<file path="config.mk">
export PLATFORM = sky130hd
export DESIGN_NAME = mem_rr_arbiter_flat
export DESIGN_NICKNAME = d
export VERILOG_FILES = /design/src/rtl/mem_rr_arbiter_if.sv /design/src/rtl/mem_rr_arbiter.sv /design/src/flat_wrapper.sv
export SDC_FILE = /design/constraint.sdc
export NUM_CORES = 1
export LEC_CHECK = 0
export BUFFER_PORTS_ARGS = -buffer_cell sky130_fd_sc_hd__buf_2
export CAP_MARGIN = 5
export CORE_MARGIN = 3
export CORE_UTILIZATION = 40
export DETAILED_ROUTE_END_ITERATION = 8
export PLACE_DENSITY = 0.72
export SETUP_SLACK_MARGIN = 0.05
export SLEW_MARGIN = 25
export SYNTH_ARGS = -nofsm -noshare
export SYNTH_HDL_FRONTEND = slang
export SYNTH_SLANG_ARGS = --single-unit
</file>
<file path="constraint.sdc">
create_clock -name clk -period 1.9 [get_ports clk]
set_clock_uncertainty 0.15 [all_clocks]
set_input_delay 0.19 -clock clk [delete_from_list [all_inputs] [get_ports clk]]
set_output_delay 0.19 -clock clk [all_outputs]
set_load 0.03 [all_outputs]
</file>
<file path="src/rtl/mem_rr_arbiter_if.sv">
// Signal bundle between two requesters, the round-robin arbiter and one memory port.
// The arbiter uses the slave view; the requesters/memory side uses the master view.
interface mem_rr_arbiter_if #(
  parameter int DataWidth = 32,
  parameter int AddrWidth = 32
);
  logic                 r0Req;
  logic [AddrWidth-1:0] r0Addr;
  logic [DataWidth-1:0] r0WData;
  logic                 r0Write;
  logic                 r0Ack;
  logic [1:0]           r0Resp;
  logic [DataWidth-1:0] r0RData;

  logic                 r1Req;
  logic [AddrWidth-1:0] r1Addr;
  logic [DataWidth-1:0] r1WData;
  logic                 r1Write;
  logic                 r1Ack;
  logic [1:0]           r1Resp;
  logic [DataWidth-1:0] r1RData;

  logic                 memReq;
  logic [AddrWidth-1:0] memAddr;
  logic [DataWidth-1:0] memWData;
  logic                 memWrite;
  logic [1:0]           memResp;
  logic [DataWidth-1:0] memRData;

  modport slave (
    input  r0Req, r0Addr, r0WData, r0Write,
    output r0Ack, r0Resp, r0RData,
    input  r1Req, r1Addr, r1WData, r1Write,
    output r1Ack, r1Resp, r1RData,
    output memReq, memAddr, memWData, memWrite,
    input  memResp, memRData
  );

  modport master (
    output r0Req, r0Addr, r0WData, r0Write,
    input  r0Ack, r0Resp, r0RData,
    output r1Req, r1Addr, r1WData, r1Write,
    input  r1Ack, r1Resp, r1RData,
    input  memReq, memAddr, memWData, memWrite,
    output memResp, memRData
  );
endinterface

</file>
<file path="src/rtl/mem_rr_arbiter.sv">
// Two-requester round-robin arbiter in front of a single memory port, with a
// response timeout so a silent memory cannot stall either requester forever.
module mem_rr_arbiter #(
  parameter int DataWidth     = 32,
  parameter int AddrWidth     = 32,
  parameter int TimeoutCycles = 255
) (
  input  logic            clk,
  input  logic            reset,
  mem_rr_arbiter_if.slave bus
);
  typedef enum logic [1:0] {
    IDLE = 2'd0,
    BUSY = 2'd1,
    DONE = 2'd2
  } state_t;

  localparam logic [7:0] TimeoutLimit = 8'(TimeoutCycles);

  state_t               r_state;
  state_t               w_next_state;
  logic                 r_last_grant;
  logic                 r_grant;
  logic [AddrWidth-1:0] r_addr;
  logic [DataWidth-1:0] r_wdata;
  logic                 r_write;
  logic [7:0]           r_cnt;

  logic                 r_mem_req;
  logic                 r_ack0;
  logic                 r_ack1;
  logic [1:0]           r_resp0;
  logic [1:0]           r_resp1;
  logic [DataWidth-1:0] r_rdata0;
  logic [DataWidth-1:0] r_rdata1;

  logic                 w_any_req;
  logic                 w_grant_idx;
  logic [7:0]           w_cnt_inc;
  logic                 w_resp_seen;
  logic                 w_timeout;
  logic                 w_finish;
  logic                 w_mem_req;
  logic [1:0]           w_code;
  logic [DataWidth-1:0] w_cap_rdata;

  // State register
  always_ff @(posedge clk) begin
    if (reset) begin
      r_state <= IDLE;
    end else begin
      r_state <= w_next_state;
    end
  end

  // Arbitration, timeout detection and next-state decode
  always_comb begin
    w_any_req   = bus.r0Req | bus.r1Req;
    w_cnt_inc   = r_cnt + 8'd1;
    w_resp_seen = (bus.memResp != 2'b00);
    w_timeout   = (w_cnt_inc == TimeoutLimit);
    if (bus.r0Req && bus.r1Req) begin
      w_grant_idx = ~r_last_grant;
    end else if (bus.r1Req) begin
      w_grant_idx = 1'b1;
    end else begin
      w_grant_idx = 1'b0;
    end
    w_next_state = r_state;
    case (r_state)
      IDLE: begin
        if (w_any_req) begin
          w_next_state = BUSY;
        end else begin
          w_next_state = IDLE;
        end
      end
      BUSY: begin
        if (w_resp_seen || w_timeout) begin
          w_next_state = DONE;
        end else begin
          w_next_state = BUSY;
        end
      end
      DONE:    w_next_state = IDLE;
      default: w_next_state = IDLE;
    endcase
  end

  // Output decode; a real response takes precedence over a coincident timeout
  always_comb begin
    w_finish  = (r_state == BUSY) && (w_next_state == DONE);
    w_mem_req = (w_next_state == BUSY);
    if (w_resp_seen) begin
      w_code      = (bus.memResp == 2'b01) ? 2'b01 : 2'b10;
      w_cap_rdata = r_write ? '0 : bus.memRData;
    end else begin
      w_code      = 2'b11;
      w_cap_rdata = '0;
    end
  end

  // Request latch, grant history and BUSY cycle counter
  always_ff @(posedge clk) begin
    if (reset) begin
      r_last_grant <= 1'b1;
      r_grant      <= 1'b0;
      r_addr       <= '0;
      r_wdata      <= '0;
      r_write      <= 1'b0;
      r_cnt        <= 8'd0;
    end else begin
      if ((r_state == IDLE) && w_any_req) begin
        r_grant      <= w_grant_idx;
        r_last_grant <= w_grant_idx;
        r_addr       <= w_grant_idx ? bus.r1Addr  : bus.r0Addr;
        r_wdata      <= w_grant_idx ? bus.r1WData : bus.r0WData;
        r_write      <= w_grant_idx ? bus.r1Write : bus.r0Write;
      end
      if ((r_state == BUSY) && !w_resp_seen) begin
        r_cnt <= w_cnt_inc;
      end else if (r_state == DONE) begin
        r_cnt <= 8'd0;
      end
    end
  end

  // Registered requester and memory outputs; ack fields are zero unless acking
  always_ff @(posedge clk) begin
    if (reset) begin
      r_mem_req <= 1'b0;
      r_ack0    <= 1'b0;
      r_ack1    <= 1'b0;
      r_resp0   <= 2'b00;
      r_resp1   <= 2'b00;
      r_rdata0  <= '0;
      r_rdata1  <= '0;
    end else begin
      r_mem_req <= w_mem_req;
      r_ack0    <= w_finish && !r_grant;
      r_ack1    <= w_finish && r_grant;
      r_resp0   <= (w_finish && !r_grant) ? w_code : 2'b00;
      r_resp1   <= (w_finish && r_grant) ? w_code : 2'b00;
      r_rdata0  <= (w_finish && !r_grant) ? w_cap_rdata : '0;
      r_rdata1  <= (w_finish && r_grant) ? w_cap_rdata : '0;
    end
  end

  assign bus.memReq   = r_mem_req;
  assign bus.memAddr  = r_addr;
  assign bus.memWData = r_wdata;
  assign bus.memWrite = r_write;
  assign bus.r0Ack    = r_ack0;
  assign bus.r0Resp   = r_resp0;
  assign bus.r0RData  = r_rdata0;
  assign bus.r1Ack    = r_ack1;
  assign bus.r1Resp   = r_resp1;
  assign bus.r1RData  = r_rdata1;
endmodule

</file>
<file path="src/flat_wrapper.sv">
// flat-port wrapper written by rule: the top's interface ports become plain ports
module mem_rr_arbiter_flat 
#(
  parameter int DataWidth     = 32,
  parameter int AddrWidth     = 32,
  parameter int TimeoutCycles = 255
)
  (clk, reset, bus_r0Req, bus_r0Addr, bus_r0WData, bus_r0Write, bus_r0Ack, bus_r0Resp, bus_r0RData, bus_r1Req, bus_r1Addr, bus_r1WData, bus_r1Write, bus_r1Ack, bus_r1Resp, bus_r1RData, bus_memReq, bus_memAddr, bus_memWData, bus_memWrite, bus_memResp, bus_memRData);
  mem_rr_arbiter_if #(.DataWidth(DataWidth), .AddrWidth(AddrWidth)) bus_i ();
  input  logic clk;
  input  logic reset;
  input wire logic [$bits(bus_i.r0Req)-1:0] bus_r0Req;
  input wire logic [$bits(bus_i.r0Addr)-1:0] bus_r0Addr;
  input wire logic [$bits(bus_i.r0WData)-1:0] bus_r0WData;
  input wire logic [$bits(bus_i.r0Write)-1:0] bus_r0Write;
  output wire logic [$bits(bus_i.r0Ack)-1:0] bus_r0Ack;
  output wire logic [$bits(bus_i.r0Resp)-1:0] bus_r0Resp;
  output wire logic [$bits(bus_i.r0RData)-1:0] bus_r0RData;
  input wire logic [$bits(bus_i.r1Req)-1:0] bus_r1Req;
  input wire logic [$bits(bus_i.r1Addr)-1:0] bus_r1Addr;
  input wire logic [$bits(bus_i.r1WData)-1:0] bus_r1WData;
  input wire logic [$bits(bus_i.r1Write)-1:0] bus_r1Write;
  output wire logic [$bits(bus_i.r1Ack)-1:0] bus_r1Ack;
  output wire logic [$bits(bus_i.r1Resp)-1:0] bus_r1Resp;
  output wire logic [$bits(bus_i.r1RData)-1:0] bus_r1RData;
  output wire logic [$bits(bus_i.memReq)-1:0] bus_memReq;
  output wire logic [$bits(bus_i.memAddr)-1:0] bus_memAddr;
  output wire logic [$bits(bus_i.memWData)-1:0] bus_memWData;
  output wire logic [$bits(bus_i.memWrite)-1:0] bus_memWrite;
  input wire logic [$bits(bus_i.memResp)-1:0] bus_memResp;
  input wire logic [$bits(bus_i.memRData)-1:0] bus_memRData;
  assign bus_i.r0Req = bus_r0Req;
  assign bus_i.r0Addr = bus_r0Addr;
  assign bus_i.r0WData = bus_r0WData;
  assign bus_i.r0Write = bus_r0Write;
  assign bus_r0Ack = bus_i.r0Ack;
  assign bus_r0Resp = bus_i.r0Resp;
  assign bus_r0RData = bus_i.r0RData;
  assign bus_i.r1Req = bus_r1Req;
  assign bus_i.r1Addr = bus_r1Addr;
  assign bus_i.r1WData = bus_r1WData;
  assign bus_i.r1Write = bus_r1Write;
  assign bus_r1Ack = bus_i.r1Ack;
  assign bus_r1Resp = bus_i.r1Resp;
  assign bus_r1RData = bus_i.r1RData;
  assign bus_memReq = bus_i.memReq;
  assign bus_memAddr = bus_i.memAddr;
  assign bus_memWData = bus_i.memWData;
  assign bus_memWrite = bus_i.memWrite;
  assign bus_i.memResp = bus_memResp;
  assign bus_i.memRData = bus_memRData;
  mem_rr_arbiter #(.DataWidth(DataWidth), .AddrWidth(AddrWidth), .TimeoutCycles(TimeoutCycles)) u_core (.clk(clk), .reset(reset), .bus(bus_i));
endmodule
</file>
==> results.yml <==
critical_path:
  worst-setup-path-type: "input port to register"
  r2r_cells: 6
  crit_buf_inv: 2
  crit_path_start_kind: "input port"
  cp_max_fo: 9
  critical_path.max_stage_delay_ps: 570
  cp_data_required_time_ps: 2040
  critPathSlowestCell: "dlygate4sd3_1"
  cp_num_cells: 6
  crit_family: "simple AND/OR/NAND/NOR gates"
  arrival_ps: 1920
  path_cells: "dlygate4sd3_1 > buf_6 > or2_1 > or4_1 > a32oi_1 > nor2_1"
  cp-end-kind: "register"
detailed_routing:
  vias_per_cell: 5.021
  route.detailed.drc: 0
  drtPass1Iterations: 4
  final_antenna_net_count: 0
  wirelength_um: 20580
  route.vias.total: 6181
  routedWlPerCell_um: 16.72
  drt_iter0_markers: 313
finish:
  area_growth_pct: 72.22
  drive_gt1_frac: 0.3668
  diodes: 0
  final_util: 0.7133
  final_nets: 1212
floorplan:
  rows: 42
  start_util: 0.4142
  die-area_mm2: 0.01538
  dieHeight_um: 124.0
  ios: 304
  core_area_mm2: 0.01345
  die_w_um: 124.0
power_and_ir_drop:
  fin_total_pwr_mw: 8.646
  ir_worst_vdd_uv: 543.7
  leakagePower_nw: 4.522
  power_density_mw_per_mm2: 901.1
logic_synthesis:
  yosysUniqueCellTypes: 45
  yosys_warnings: 0
  synth-seq-cells: 148
  yosysSeqAreaShare: 0.5318
  syn_inst: 585
  synth_fp_nets: 755
  syn_area_mm2: 0.005572
  avgSynthCellArea_um2: 9.524
sta:
  hold_viol_final: 0
  finalCriticalPeriod_ps: 1771
  tns_ps: 0
  fin_crit_sh: 0.9321
  worst_pin_slew_ps: 562.1
  grt_setup_unrepaired: "no"
  drv_slew: 0
  finalSetupViolCount: 0
  max_freq_ghz: 0.5646
  maxSlewHeadroom: 0.6253
  worst_slack_ps: 129.0
place:
  dp_hpwl_um: 12070
  io_buffers: 303
  gp_congestion: 0.8682
  pre_cts_ws_ps: -28.70
clocking:
  insertion_delay_ps: 410
  htree_levels: 4
  path_clk_slew_ps: 60
  cts_root_buf: "clkbuf_16"
  cts_tree: "built"
  max-clock-path-buffers: 2
  numCtsBuffers: 17
  clock-sinks: 148
grt:
  grt_pass1_wl_um: 30590
  grt_usage: 0.2547
  antenna_found_initial: 1
  grt_overflow: 0
  grt_pass1_vias: 6235
  grt_start_max_net_pins: 50
flow_run:
  cap_viol_max_count: 0
status:
  status: "completed"
worst_hold_path:
  hold_depth: 3
  hold_path.class: "input port to register"
synthesized netlist by cell type, drive strengths merged:
cell | instances | share of area
o21a | 2 | 0.0027
o211ai | 1 | 0.0013
o221ai | 1 | 0.0016
a21oi | 5 | 0.0045
buf | 29 | 0.030
xor2 | 1 | 0.0016
mux2 | 1 | 0.0020
nor3 | 7 | 0.0072
nand3 | 7 | 0.0063
or4 | 1 | 0.0013
nor2b | 3 | 0.0034
o21ai | 4 | 0.0036
xnor2 | 2 | 0.0031
a311o | 1 | 0.0018
clkbuf | 17 | 0.011
nand3b | 1 | 0.0013
o31a | 2 | 0.0031
a21boi | 1 | 0.0013
o31ai | 4 | 0.0054
a31oi | 3 | 0.0034
and3 | 2 | 0.0022
nor3b | 1 | 0.0013
dfxtp | 148 | 0.53
nand2 | 44 | 0.030
nor2 | 139 | 0.094
inv | 4 | 0.0027
or3b | 2 | 0.0036
a31o | 1 | 0.0016
nand2b | 3 | 0.0034
o41ai | 4 | 0.0076
a211oi | 65 | 0.088
or2 | 2 | 0.0022
nor4b | 2 | 0.0031
ha | 2 | 0.0045
mux2i | 66 | 0.12
o2111ai | 1 | 0.0016
a32o | 1 | 0.0018
nand4 | 1 | 0.0011
a32oi | 2 | 0.0031
a22oi | 2 | 0.0027
sequential cells by signal, indices dropped and copies added, names as in the netlist, 2 cells and up:
signal / cells
u_core.bus.memWData: 32
u_core.r_cnt: 8
u_core.bus.r1Resp: 2
u_core.r_state: 2
u_core.bus.r0Resp: 2
u_core.bus.memAddr: 32
u_core.bus.r0RData: 32
u_core.bus.r1RData: 32
where the power goes:
group          total [mW]  internal, mW  switching [mW]
Sequential           3.41          3.30           0.111
Clock                3.38          1.97            1.41
Combinational        1.85         0.778            1.07
Total                8.65          6.05            2.59
final cells by class:
type	count	area, um2
clock inverter	15	170.2
fill	915	3857
timing repair buffer	483	3337
tap	176	220.2
multi-input combinational	388	2460
clock buffer	17	425.4
inverter	4	15.01
sequential	148	2968
worst register-to-register path, cell delays in order (launching register included):
cell and delay [ps]:
dfxtp_2 370, buf_4 140, and3_2 220, nand3_1 120, xor2_1 170, buf_4 170
o41ai_1 320
logic make-up after synthesis:
family,after synthesis,share of synthesized area
adders and majority gates,2,0.004491
buffers and inverters,50,0.04379
muxes,67,0.1206
DFF,148,0.5318
AOI/OAI and AO/OA,100,0.1347
xor gates and xnor gates,3,0.004717
and+or+nand+nor,215,0.1599
layout by cell type (no fill, tap or decap), drive strengths merged, types with 2 or more instances in the layout:
cell type	instances
nor3	7
xnor2	2
nand3	7
or2	2
bufinv	2
a21oi	5
nor4b	2
o21ai	4
nand2	44
a22oi	2
clkbuf	17
nor2b	3
inv	12
nand2b	3
o41ai	4
o31ai	4
dfxtp	148
o31a	2
mux2i	66
o21a	3
dlygate4sd3	150
clkinvlp	4
ha	2
and3	2
or3b	2
nor2	139
buf	333
a32oi	2
a31oi	3
a211oi	65
stage by stage:
step	std cells	area (um2)	hold WS, ps
final	1231	9595	14.33
after global routing	1231	9595	24.99
after CTS	1227	9499	2.360
after detailed placement	1045	7391	280.5
after global placement	1045	7391	277.4
after floorplan	585	5572	149.3
per-layer routing:
layer	routed length (um)	share of wire	track usage	vias to the layer above
li1	-	-	-	2963
met1	7463	0.36	0.2672	2809
met2	10380	0.50	0.4444	328
met3	1881	0.091	0.08992	79
met4	851	0.041	0.1389	2
met5	9	0.00044	0	-
timing repair:
action	4_1_cts	5_1_grt
endpoints found under the hold margin	127	0
setup buffers	0	3
endpoints found under the setup margin	6	13
hold buffers	150	0
resized for setup	2	16
gates cloned	0	1
pin swaps	0	3
path summary, 6_finish.rpt:
path | from | endpoint | slack, ps
min reg2reg | u_core.bus.memAddr[9] | u_core.bus.memAddr[9] | 350
max | bus_memResp[0] | u_core.r_cnt[5] | 130
min | bus_r0Write | u_core.bus.memWrite | 10
max reg2reg | u_core.r_cnt[1] | u_core.bus.r1Resp[1] | 140
Note: power is estimated with default switching activity, not from simulation.
